## src/rtl/axi4_lite_master_if.sv

```systemverilog
// AXI4-Lite bus bundle between the command master and a slave.
// Five channels: AW, W, B, AR, R.
interface axi4_lite_master_if;
    logic        awvalid;
    logic [31:0] awaddr;
    logic        awready;
    logic        wvalid;
    logic [31:0] wdata;
    logic [3:0]  wstrb;
    logic        wready;
    logic        bvalid;
    logic [1:0]  bresp;
    logic        bready;
    logic        arvalid;
    logic [31:0] araddr;
    logic        arready;
    logic        rvalid;
    logic [31:0] rdata;
    logic [1:0]  rresp;
    logic        rready;

    modport master (
        output awvalid, awaddr,
        input  awready,
        output wvalid, wdata, wstrb,
        input  wready,
        input  bvalid, bresp,
        output bready,
        output arvalid, araddr,
        input  arready,
        input  rvalid, rdata, rresp,
        output rready
    );

    modport slave (
        input  awvalid, awaddr,
        output awready,
        input  wvalid, wdata, wstrb,
        output wready,
        output bvalid, bresp,
        input  bready,
        input  arvalid, araddr,
        output arready,
        output rvalid, rdata, rresp,
        input  rready
    );
endinterface

```

## src/rtl/axi4_lite_master.sv

```systemverilog
// Single-outstanding AXI4-Lite master bridging a cmd/rsp port to the bus.
// Optional watchdog compiled in with AXI_MASTER_TIMEOUT_EN.
module axi4_lite_master #(
    parameter int TIMEOUT_CYCLES = 256
) (
    input  logic        clk,
    input  logic        reset_n,
    input  logic        cmd_valid,
    output logic        cmd_ready,
    input  logic        cmd_write,
    input  logic [31:0] cmd_addr,
    input  logic [31:0] cmd_wdata,
    input  logic [3:0]  cmd_wstrb,
    output logic        rsp_valid,
    input  logic        rsp_ready,
    output logic        rsp_write,
    output logic [31:0] rsp_rdata,
    output logic [1:0]  rsp_resp,
    axi4_lite_master_if.master axi
);

    typedef enum logic [2:0] {
        IDLE,
        WRITE,
        WRESP,
        READ,
        RDATA,
        RESP
    } state_t;

    state_t      state_q;
    state_t      state_d;
    logic [31:0] addr_q;
    logic [31:0] wdata_q;
    logic [3:0]  wstrb_q;
    logic        wr_q;
    logic        aw_done_q;
    logic        w_done_q;

    logic accept;
    logic aw_hs;
    logic w_hs;
    logic b_hs;
    logic ar_hs;
    logic r_hs;
    logic timeout;
    logic to_fire;

    if (TIMEOUT_CYCLES < 1) begin : g_bad_cfg
        $error("TIMEOUT_CYCLES must be at least 1");
    end

    // Every valid/ready is a pure function of registered state.
    always_comb begin
        cmd_ready   = (state_q == IDLE);
        rsp_valid   = (state_q == RESP);
        axi.awvalid = (state_q == WRITE) && !aw_done_q;
        axi.wvalid  = (state_q == WRITE) && !w_done_q;
        axi.bready  = (state_q == WRESP);
        axi.arvalid = (state_q == READ);
        axi.rready  = (state_q == RDATA);
        axi.awaddr  = addr_q;
        axi.araddr  = addr_q;
        axi.wdata   = wdata_q;
        axi.wstrb   = wstrb_q;
    end

    assign accept = cmd_valid && cmd_ready;
    assign aw_hs  = axi.awvalid && axi.awready;
    assign w_hs   = axi.wvalid && axi.wready;
    assign b_hs   = axi.bvalid && axi.bready;
    assign ar_hs  = axi.arvalid && axi.arready;
    assign r_hs   = axi.rvalid && axi.rready;

`ifdef AXI_MASTER_TIMEOUT_EN
    localparam int CW = $clog2(TIMEOUT_CYCLES + 1);

    logic [CW-1:0] cnt_q;
    logic          busy;

    assign busy = (state_q == WRITE) || (state_q == WRESP) ||
                  (state_q == READ)  || (state_q == RDATA);

    always_ff @(posedge clk or negedge reset_n) begin
        if (!reset_n) begin
            cnt_q <= '0;
        end else if (state_d != state_q) begin
            cnt_q <= '0;
        end else if (busy) begin
            cnt_q <= cnt_q + 1'b1;
        end
    end

    assign timeout = busy && (cnt_q == CW'(TIMEOUT_CYCLES - 1));
`else
    assign timeout = 1'b0;
`endif

    always_ff @(posedge clk or negedge reset_n) begin
        if (!reset_n) begin
            state_q <= IDLE;
        end else begin
            state_q <= state_d;
        end
    end

    // A handshake landing on the watchdog cycle wins over the timeout.
    always_comb begin
        state_d = state_q;
        to_fire = 1'b0;
        unique case (state_q)
            IDLE: begin
                if (cmd_valid) begin
                    state_d = cmd_write ? WRITE : READ;
                end
            end
            WRITE: begin
                if ((aw_done_q || aw_hs) && (w_done_q || w_hs)) begin
                    state_d = WRESP;
                end else if (timeout) begin
                    state_d = RESP;
                    to_fire = 1'b1;
                end
            end
            WRESP: begin
                if (b_hs) begin
                    state_d = RESP;
                end else if (timeout) begin
                    state_d = RESP;
                    to_fire = 1'b1;
                end
            end
            READ: begin
                if (ar_hs) begin
                    state_d = RDATA;
                end else if (timeout) begin
                    state_d = RESP;
                    to_fire = 1'b1;
                end
            end
            RDATA: begin
                if (r_hs) begin
                    state_d = RESP;
                end else if (timeout) begin
                    state_d = RESP;
                    to_fire = 1'b1;
                end
            end
            RESP: begin
                if (rsp_ready) begin
                    state_d = IDLE;
                end
            end
            default: state_d = IDLE;
        endcase
    end

    always_ff @(posedge clk or negedge reset_n) begin
        if (!reset_n) begin
            addr_q    <= '0;
            wdata_q   <= '0;
            wstrb_q   <= '0;
            wr_q      <= 1'b0;
            aw_done_q <= 1'b0;
            w_done_q  <= 1'b0;
            rsp_write <= 1'b0;
            rsp_rdata <= '0;
            rsp_resp  <= '0;
        end else begin
            if (accept) begin
                addr_q    <= cmd_addr;
                wdata_q   <= cmd_wdata;
                wstrb_q   <= cmd_wstrb;
                wr_q      <= cmd_write;
                aw_done_q <= 1'b0;
                w_done_q  <= 1'b0;
            end else begin
                if (aw_hs) aw_done_q <= 1'b1;
                if (w_hs)  w_done_q  <= 1'b1;
            end
            if (b_hs) begin
                rsp_write <= 1'b1;
                rsp_rdata <= '0;
                rsp_resp  <= axi.bresp;
            end
            if (r_hs) begin
                rsp_write <= 1'b0;
                rsp_rdata <= axi.rdata;
                rsp_resp  <= axi.rresp;
            end
            if (to_fire) begin
                rsp_write <= wr_q;
                rsp_rdata <= '0;
                rsp_resp  <= 2'b11;
            end
        end
    end

endmodule

```

## src/flat_wrapper.sv

```systemverilog
// flat-port wrapper written by rule: the top's interface ports become plain ports
module axi4_lite_master_flat 
#(
    parameter int TIMEOUT_CYCLES = 256
)
  (clk, reset_n, cmd_valid, cmd_ready, cmd_write, cmd_addr, cmd_wdata, cmd_wstrb, rsp_valid, rsp_ready, rsp_write, rsp_rdata, rsp_resp, axi_awvalid, axi_awaddr, axi_awready, axi_wvalid, axi_wdata, axi_wstrb, axi_wready, axi_bvalid, axi_bresp, axi_bready, axi_arvalid, axi_araddr, axi_arready, axi_rvalid, axi_rdata, axi_rresp, axi_rready);
  axi4_lite_master_if axi_i ();
  input  logic clk;
  input  logic reset_n;
  input  logic cmd_valid;
  output logic cmd_ready;
  input  logic cmd_write;
  input  logic [31:0] cmd_addr;
  input  logic [31:0] cmd_wdata;
  input  logic [3:0] cmd_wstrb;
  output logic rsp_valid;
  input  logic rsp_ready;
  output logic rsp_write;
  output logic [31:0] rsp_rdata;
  output logic [1:0] rsp_resp;
  output wire logic [$bits(axi_i.awvalid)-1:0] axi_awvalid;
  output wire logic [$bits(axi_i.awaddr)-1:0] axi_awaddr;
  input wire logic [$bits(axi_i.awready)-1:0] axi_awready;
  output wire logic [$bits(axi_i.wvalid)-1:0] axi_wvalid;
  output wire logic [$bits(axi_i.wdata)-1:0] axi_wdata;
  output wire logic [$bits(axi_i.wstrb)-1:0] axi_wstrb;
  input wire logic [$bits(axi_i.wready)-1:0] axi_wready;
  input wire logic [$bits(axi_i.bvalid)-1:0] axi_bvalid;
  input wire logic [$bits(axi_i.bresp)-1:0] axi_bresp;
  output wire logic [$bits(axi_i.bready)-1:0] axi_bready;
  output wire logic [$bits(axi_i.arvalid)-1:0] axi_arvalid;
  output wire logic [$bits(axi_i.araddr)-1:0] axi_araddr;
  input wire logic [$bits(axi_i.arready)-1:0] axi_arready;
  input wire logic [$bits(axi_i.rvalid)-1:0] axi_rvalid;
  input wire logic [$bits(axi_i.rdata)-1:0] axi_rdata;
  input wire logic [$bits(axi_i.rresp)-1:0] axi_rresp;
  output wire logic [$bits(axi_i.rready)-1:0] axi_rready;
  assign axi_awvalid = axi_i.awvalid;
  assign axi_awaddr = axi_i.awaddr;
  assign axi_i.awready = axi_awready;
  assign axi_wvalid = axi_i.wvalid;
  assign axi_wdata = axi_i.wdata;
  assign axi_wstrb = axi_i.wstrb;
  assign axi_i.wready = axi_wready;
  assign axi_i.bvalid = axi_bvalid;
  assign axi_i.bresp = axi_bresp;
  assign axi_bready = axi_i.bready;
  assign axi_arvalid = axi_i.arvalid;
  assign axi_araddr = axi_i.araddr;
  assign axi_i.arready = axi_arready;
  assign axi_i.rvalid = axi_rvalid;
  assign axi_i.rdata = axi_rdata;
  assign axi_i.rresp = axi_rresp;
  assign axi_rready = axi_i.rready;
  axi4_lite_master #(.TIMEOUT_CYCLES(TIMEOUT_CYCLES)) u_core (.clk(clk), .reset_n(reset_n), .cmd_valid(cmd_valid), .cmd_ready(cmd_ready), .cmd_write(cmd_write), .cmd_addr(cmd_addr), .cmd_wdata(cmd_wdata), .cmd_wstrb(cmd_wstrb), .rsp_valid(rsp_valid), .rsp_ready(rsp_ready), .rsp_write(rsp_write), .rsp_rdata(rsp_rdata), .rsp_resp(rsp_resp), .axi(axi_i));
endmodule
```

## config.mk

```make
export PLATFORM = sky130hd
export DESIGN_NAME = axi4_lite_master_flat
export DESIGN_NICKNAME = d
export VERILOG_FILES = /design/src/rtl/axi4_lite_master_if.sv /design/src/rtl/axi4_lite_master.sv /design/src/flat_wrapper.sv
export SDC_FILE = /design/constraint.sdc
export NUM_CORES = 1
export LEC_CHECK = 0
export ABC_AREA = 1
export BUFFER_PORTS_ARGS = -buffer_cell sky130_fd_sc_hd__buf_2
export CORE_MARGIN = 4
export CORE_UTILIZATION = 45
export DETAILED_ROUTE_END_ITERATION = 8
export PLACE_DENSITY = 0.8
export SLEW_MARGIN = 20
export SYNTH_ARGS = -nofsm -noshare
export SYNTH_HDL_FRONTEND = slang
export SYNTH_SLANG_ARGS = --single-unit
```

## constraint.sdc

```tcl
create_clock -name clk -period 1.6 [get_ports clk]
set_input_delay 0.16 -clock clk [delete_from_list [all_inputs] [get_ports clk]]
set_output_delay 0.16 -clock clk [all_outputs]
set_load 0.02 [all_outputs]
```

After elaboration in Yosys (flattened, before gate mapping)
Cells that the tools add are included.
- logic and storage cells: 56
- output and inout port bits: 142
- bits of input ports: 114
- bits in registers: 108
- reductions and logical operators: 18
- eq/ne operators: 11
- muxes and demuxes: 18
- operator list (cell ; number):
    two-way mux 32 bit ; 2
    two-way mux 3 bit ; 6
    case mux 3 bit (6 select lines) ; 1
    inequality test 2 bit, second input constant ; 5
    logical AND 1 bit ; 9
    == test 3 x 2 -> 1 bit, second input constant ; 2
    == test 3 bit, second input constant ; 2
    two-way mux 1 bit ; 6
    two-way mux 2 bit ; 3
    AND reduction 6 bit ; 1
    nonzero test 2 bit ; 3
    == test 3 x 1 -> 1 bit, second input constant ; 1
    zero test 3 bit ; 1
    zero test 1 bit ; 2
    logical OR 1 bit ; 2
    inequality test 2 x 1 -> 1 bit, second input constant ; 1

Depth between registers and ports, before layout
Gate-level depths: netlist of the first run.
- word-level depth: 7
- gate-level depth with buffers: 10
- mapped depth without buffers: 9

Worst setup path after synthesis of the first run
OpenSTA, ideal clock, no wires.
- path kind: reg-to-reg
- from: register u_core.state_q[2]
- to: register u_core.rsp_rdata[0]
- path slack: 0.153 ns
- arrival time: 1.332 ns
- path buffers: 2
- stages on the path, launching flop included: 9
- library setup time: 0.115 ns
- path through: dfrtp_1 -> buf_2 -> nor3_4 -> nand2_1 -> nand2_2 -> inv_4 -> buf_12 -> nand2_2 -> nand2_2
- longest elaborated chain between the ends: 3
- elaborated cells on any way between the ends: 6
- those cells by class: eq/ne: 2; mux: 1; reduce/logical: 3
- ends and longest elaborated chain (element ; RTL line ; text):
    from (decl) ; axi4_lite_master.sv:31 ; state_t state_q;
    from (signal assigned) ; axi4_lite_master.sv:103 ; state_q <= state_d;
    == test 3 x 2 -> 1 bit ; axi4_lite_master.sv:59 ; axi.bready = (state_q == WRESP);
    named net axi_bready ; flat_wrapper.sv:30 ; output wire logic [$bits(axi_i.bready)-1:0] axi_bready;
    logical AND 1 bit ; axi4_lite_master.sv:71 ; assign b_hs = axi.bvalid && axi.bready;
    nonzero test 2 bit (no line) ; - ;
    to (signal assigned) ; axi4_lite_master.sv:188 ; rsp_rdata <= axi.rdata;
    to (decl) ; axi4_lite_master.sv:17 ; output logic [31:0] rsp_rdata,
The timed path passes the listed nets, and every way through them passes these cells.
A chain may end at the register's enable or synchronous reset.

Worst setup path in the final report of the first run
- from: register u_core.state_q[2]
- to: output port rsp_valid
- longest elaborated chain between the ends: 1
- ends and longest elaborated chain (element ; RTL line ; text):
    == test 3 bit ; axi4_lite_master.sv:56 ; rsp_valid = (state_q == RESP);
    to (decl) ; flat_wrapper.sv:16 ; output logic rsp_valid;
Every way passes these cells.

==> flow_summary.ini, run 1 <==
[logic_synthesis]
synth_ff_type = dfrtp_1
synthesis.area_mm2 = 0.004842
ys_ff_latch = 108
ys_warn_count = 0
syn_nets = 656
yosysSeqAreaShare_pct = 55.81
synth_area_leaders = dfrtp_1 (56%), nand2_1 (15%), nand3_1 (8.0%)
async_flop_share_pct = 100.0
syn_area_per_cell_um2 = 8.934
synth_edf_count = 0
synthCells = 542
synth_cell_type_count = 18
yosysTopAreaCell = dfrtp_1
yosysMostFrequentCell = nand2_1
synth_common_cells = nand2_1 (196), dfrtp_1 (108), nand3_1 (77), nand2_2 (61), buf_4 (34)
synth.top_cell.area_share_pct = 55.81

[grt]
grt_antenna_before_repair = 0
grt_use_total_pct = 22.67
grt_first_pass_wirelength_um = 23130
first_global_vias = 4631
grt_max_degree = 109
grt-ovfl-total = 0

[clock_tree]
clk_latency_ns = 0.37
cts.htree.levels = 3
root_buffer = clkbuf_8
clk_pin_slew_ns = 0.09
cts_tree = yes
numClockSinks = 108
cts_buffers = 9
clock_path_buffers = 2

[power]
pwr-share-comb_pct = 52.5
p_leak_nw = 3.916
fin_total_pwr_mw = 14.28
swShare_pct = 46.08
ir_drop_mv = 1.181
p_per_area_mw_per_mm2 = 2138
p_int_mw = 7.698
p_seq_share_pct = 34.0
netSwitchingPower_mw = 6.578
p_clk_share_pct = 13.5

[worst_setup_path]
required_ns = 1.44
worstSetupPathType = register to output pin
crit_start = u_core.state_q[2]$_DFFE_PN0P_
r2r_start = u_core.state_q[2]$_DFFE_PN0P_
cp.arrival_ns = 1.40
crit_path_start_kind = register
r2r_slack_ns = 0.11
r2r-end = u_core.state_q[0]$_DFFE_PN0P_
cp_max_fo = 6
endpoint_kind = output pin
reg2reg_depth = 10
crit_path_end = rsp_valid

[detailed_routing]
drc = 0
drt-pass1-iter-count = 5
avgViaCountPerCell = 4.813
dr.first_iter.drc_count = 259
wl_per_cell_um = 15.21
routed_wl_um = 14210
via_count = 4495
ant_nets = 0

[worst_hold_path]
worst_hold_path_type = input port to register
hold_start = axi_rdata[27]

[place]
globalplace.congestion = 0.8985
hpwl_um = 9699
dp.cells = 883
io_buffers = 255

[timing]
worst_slew_margin_rel_pct = 60.45
drv_slew = 0
tightest_slew_ns = 0.5932
fin_skew_ns = 0.009988
finalSetupViolations = 0
fmax_ghz = 0.6391
finalSetupTns_ns = 0
holdWs_ns = 0.01897
fin_crit_ns = 1.565
finalHoldViolCount = 0
rsz0062_at_grt = yes
fin_crit_sh_pct = 97.80

[finish]
drive_gt1_share_pct = 45.86
syn_to_final_growth_pct = 37.88
insertedDiodeCount = 0
nNetsFinal = 907
instances_no_fill = 934

[floorplanning]
initial_core_util_pct = 46.49
num_rows = 37
die_x_um = 111.7
coreArea_mm2 = 0.01042
die_h_um = 111.7
io_pins = 256
dieArea_mm2 = 0.01248

[job]
drv_cap = 0

[outcome]
status = completed
==> through the flow <==
step	util (%)	setup slack (ns)	cell area (um^2)
after CTS	63.47	0.01858	6611
after global placement	57.56	0.1508	5996
after floorplan	-	0.1529	4842
after detailed placement	57.56	0.1156	5996
after global routing	64.10	-0.03875	6676
final	64.10	0.03521	6676
==> routing by layer <==
layer	vias to the layer above	global-route usage [%]	share of wire, %
met4	0	7.461	1.5
met2	212	38.77	50
met3	17	6.141	8.8
li1	2148	-	-
met5	-	0	0
met1	2118	27.84	40
==> logic make-up after synthesis <==
logic type	count (synthesis)	synth area share, %
DFF	108	55.81
AOI/OAI and AO/OA	7	0.7234
buffers and inverters	79	10.41
and+or+nand+nor	348	33.05
==> how the worst min path moves through the flow <==
stage                                              endpoint  cells past startpoint  slack [ns]
after floorplan                u_core.aw_done_q$_DFFE_PN0P_                      0       -0.14
after global placement     u_core.rsp_rdata[28]$_DFFE_PN0P_                      2        0.27
after detailed placement    u_core.rsp_rdata[1]$_DFFE_PN0P_                      2        0.28
after CTS                   u_core.axi.wdata[0]$_DFFE_PN0P_                      3      0.0004
after global routing      u_core.axi.araddr[24]$_DFFE_PN0P_                      3       0.001
final                      u_core.rsp_rdata[27]$_DFFE_PN0P_                      3        0.02
==> worst max-delay path: stages (launching register included) <==
cell and delay [ns]:
dfrtp_2 0.41, buf_4 0.15, buf_4 0.15, nand2_1 0.08
nor2_2 0.13, buf_6 0.14
==> placed cells by master, fill, tap and decap left out <==
cell type and count:
nor3_4 1, clkbuf_8 9, dlygate4sd3_1 27, inv_4 1, clkbuf_16 1, nand2_1 195, bufinv_16 3, nand2_2 61
inv_2 3, buf_2 251, clkinv_2 2, buf_12 4, buf_6 4, and2_1 1, nand2_4 1, dfrtp_2 3
inv_1 13, buf_8 1, nor2_4 5, o21ai_0 5, nor2_1 5, dfrtp_1 105, bufbuf_16 2, nand3_1 77
clkbuf_1 2, buf_4 12, a21oi_1 2, nor2_2 2
==> layout make-up <==
class                           instances  area, um^2
Clock buffer                           11       131.4
Clock inverter                          5       100.1
Fill cell                             857        3740
Inverter                               17       66.31
Multi-Input combinational cell        355        1655
Sequential cell                       108        2706
Tap cell                              136       170.2
Timing Repair Buffer                  302        1847
==> flip-flops by register name, indices dropped and copies added, names as in the netlist <==
name and count:
u_core.rsp_rdata 32, u_core.w_done_q 1, u_core.aw_done_q 1, u_core.axi.wstrb 4, u_core.rsp_resp 2, u_core.rsp_write 1, u_core.axi.araddr 32, u_core.state_q 3
u_core.axi.wdata 32
==> power groups by stage <==
stage / registers, mW / logic [mW] / clock network [mW]
3_3_place_gp: 4.82 / 6.75 / 0
6_report: 4.85 / 7.49 / 1.93
5_1_grt: 5.01 / 8.15 / 2.09
4_1_cts: 4.82 / 7.42 / 1.98
3_5_place_dp: 4.87 / 6.94 / 0
2_1_floorplan: 6.18 / 3.61 / 0
==> repair_timing <==
| item | 4_1_cts | 5_1_grt |
|---|---|---|
| setup buffers | 5 | 0 |
| resized for setup | 6 | 11 |
| hold endpoints to repair | 134 | 0 |
| setup endpoints to repair | 3 | 8 |
| cloned | 2 | 1 |
| pin swaps | 2 | 2 |
| hold buffers | 27 | 0 |
(Power assumes the default switching activity.)
==> inputs of run 2 (changes only) <==
ABC_AREA = not set   (was 1)
CORE_MARGIN = 5   (was 4)
CORE_UTILIZATION = 44   (was 45)
==> run 2 against run 1 <==
Effect of this change:
- clock power fell by 24%
- non-clock buffer count fell by 4
- core utilization fell by 1.3 points
- first-iteration DRC count fell by 56%
- highest routed layer unchanged
- area after synthesis fell by 6.9%
- sequential power barely moved
- synthesized cell count fell by 44%
- critical path depth fell by 1
- power fell by 3.6%
- the run now ends with setup timing left
- critical path type is now register to register
- combinational power fell by 0.8%
==> flow_summary.ini, run 2 <==
[outcome]
status = finished with violations
violations = setup timing

[logic_synthesis]
ys_ff_latch = 108
syn_area_per_cell_um2 = 14.74
yosysMostFrequentCell = dfrtp_1
synth_edf_count = 0
synthCells = 306
async_flop_share_pct = 100.0
yosysSeqAreaShare_pct = 59.93
syn_nets = 420
synthesis.area_mm2 = 0.004509
ys_warn_count = 0
synth_cell_type_count = 30
synth_ff_type = dfrtp_1
synth_common_cells = dfrtp_1 (108), mux2_2 (48), buf_4 (36), a22o_1 (32), mux2_4 (20)
yosysTopAreaCell = dfrtp_1
synth_area_leaders = dfrtp_1 (60%), mux2_2 (12%), mux2_4 (6.7%)
synth.top_cell.area_share_pct = 59.93

[worst_hold_path]
min_delay_path_depth = 3
hold_start = axi_rresp[1]
min_to = u_core.rsp_resp[1]$_DFFE_PN0P_
worst_hold_path_type = input port to register

[floorplanning]
dieArea_mm2 = 0.01237
die_x_um = 111.2
die_h_um = 111.2
coreArea_mm2 = 0.01014
io_pins = 256
initial_core_util_pct = 44.48
num_rows = 37

[power]
p_per_area_mw_per_mm2 = 2161
p_leak_nw = 3.352
ir_drop_mv = 1.033
fin_total_pwr_mw = 13.76

[place]
io_buffers = 255
globalplace.congestion = 0.7819
placed_cell_area_mm2 = 0.005789
hpwl_um = 8466

[detailed_routing]
drc = 0
avgViaCountPerCell = 4.834
drt-pass1-iter-count = 5
routed_wl_um = 11770
dr.first_iter.drc_count = 113
wl_per_cell_um = 16.68
ant_nets = 0
via_count = 3413

[timing]
fin_skew_ns = 0.007962
worst_slew_margin_rel_pct = 69.92
finalHoldViolCount = 0
fmax_ghz = 0.5855
fin_crit_sh_pct = 106.7
fin_ws_ns = -0.1080
holdWs_ns = 0.01997
finalSetupViolations = 68
fin_crit_ns = 1.708
finalSetupTns_ns = -5.206
tightest_slew_ns = 0.4512
rsz0062_at_grt = yes
drv_slew = 0

[grt]
grt_max_degree = 38
grt_antenna_before_repair = 0
first_global_vias = 3677
grt_use_total_pct = 17.81
grt-ovfl-total = 0
grt_first_pass_wirelength_um = 18040

[worst_setup_path]
r2r_slack_ns = -0.11
reg2reg_depth = 4
endpoint_kind = register
required_ns = 1.84
cp_max_fo = 7
crit_path_start_kind = register
r2r-end = u_core.axi.wdata[6]$_DFFE_PN0P_
worstSetupPathType = register to register
r2r_start = u_core.state_q[1]$_DFFE_PN0P_
cp.arrival_ns = 1.95

[finish]
mostFrequentLayoutCell = buf_2
layout_common_cells = buf_2 (250), dfrtp_1 (107), mux2_4 (40), a22o_1 (32), mux2_2 (28)
nNetsFinal = 680
finalInstanceArea_mm2 = 0.006367
insertedDiodeCount = 0
seq_area_mm2 = 0.002704
fillCellCount = 751
syn_to_final_growth_pct = 41.20
drive_gt1_share_pct = 64.74
multi_input_area_mm2 = 0.001553

[clock_tree]
clk_latency_ns = 0.36
clock_path_buffers = 2
cts_tree = yes
cts.htree.levels = 3
clk_pin_slew_ns = 0.10
numClockSinks = 108
root_buffer = clkbuf_8
cts_buffers = 9

[job]
drv_cap = 0
==> run 2: changes by cell type in the layout (fill, tap and decap cells not counted), moves of 4 or more <==
cell / change
mux2_4: +40
inv_1: -12
dlygate4sd3_1: -5
nand2_1: -189
nor2_1: +4
nand3_1: -76
mux2_2: +28
a22o_1: +32
nand2_2: -61
mux2i_1: +4
==> run 2: layout make-up <==
type                            instances  share of cell area (%)
Clock inverter                          5                  0.6288
Clock buffer                           10                   2.004
Timing Repair Buffer                  298                   27.79
Tap cell                              136                   2.672
Multi-Input combinational cell        148                   24.39
Inverter                                1                 0.05895
Sequential cell                       108                   42.46
==> run 2: metrics by stage <==
stage          std cells  util [%]  setup slack [ns]
5_1_grt              706     62.80           -0.1661
3_3_place_gp         665     57.10          -0.05236
4_1_cts              692     60.03           -0.1276
3_5_place_dp         665     57.10           -0.1012
6_report             706     62.80           -0.1080
2_1_floorplan        306         -           -0.1274
==> run 2: logic make-up after synthesis <==
group / synth area share, %
flip-flops: 59.93
multiplexers: 19.53
buffers and inverters: 8.546
AO/OA/AOI/OAI: 8.269
AND/OR/NAND/NOR: 3.718
==> run 2: what timing repair did <==
item / in CTS / in global routing
hold buffers: 11 / 11
setup endpoints to repair: 73 / 74
resized for setup: 4 / 33
cloned: 0 / 3
hold endpoints to repair: 40 / 11
buffers inserted: 1 / 0
pin swaps: 0 / 2
==> run 2: worst max path at each step <==
stage	from	endpoint	slack, ns	depth (start not counted)
finish	u_core.state_q[1]$_DFFE_PN0P_	u_core.axi.wdata[6]$_DFFE_PN0P_	-0.11	4
global route	u_core.state_q[1]$_DFFE_PN0P_	u_core.axi.wdata[1]$_DFFE_PN0P_	-0.17	4
CTS	u_core.state_q[1]$_DFFE_PN0P_	u_core.axi.araddr[31]$_DFFE_PN0P_	-0.13	4
detailed placement	u_core.state_q[1]$_DFFE_PN0P_	u_core.axi.wdata[31]$_DFFE_PN0P_	-0.10	4
global placement	u_core.state_q[1]$_DFFE_PN0P_	u_core.axi.wdata[31]$_DFFE_PN0P_	-0.05	4
floorplan	u_core.state_q[1]$_DFFE_PN0P_	u_core.axi.wdata[11]$_DFFE_PN0P_	-0.13	6
==> run 2: power breakdown <==
| group | total, mW | switching, mW | internal, mW |
|---|---|---|---|
| clock | 1.46 | 0.895 | 0.564 |
| combinational | 7.43 | 4.14 | 3.29 |
| sequential | 4.87 | 0.832 | 4.04 |
| total | 13.8 | 5.87 | 7.89 |
==> run 2: per-layer routing <==
layer / share of wire (%) / track usage, %
met3: 8.2 / 6.277
met2: 52 / 31.08
met5: 0 / 0
met4: 0.79 / 4.947
met1: 39 / 20.75
==> run 2: worst max-delay path, cell delays in order (launching register included) <==
cell,delay [ns]
dfrtp_1,0.39
or3b_4,0.46
nor2_4,0.23
buf_6,0.18
mux2_2,0.33
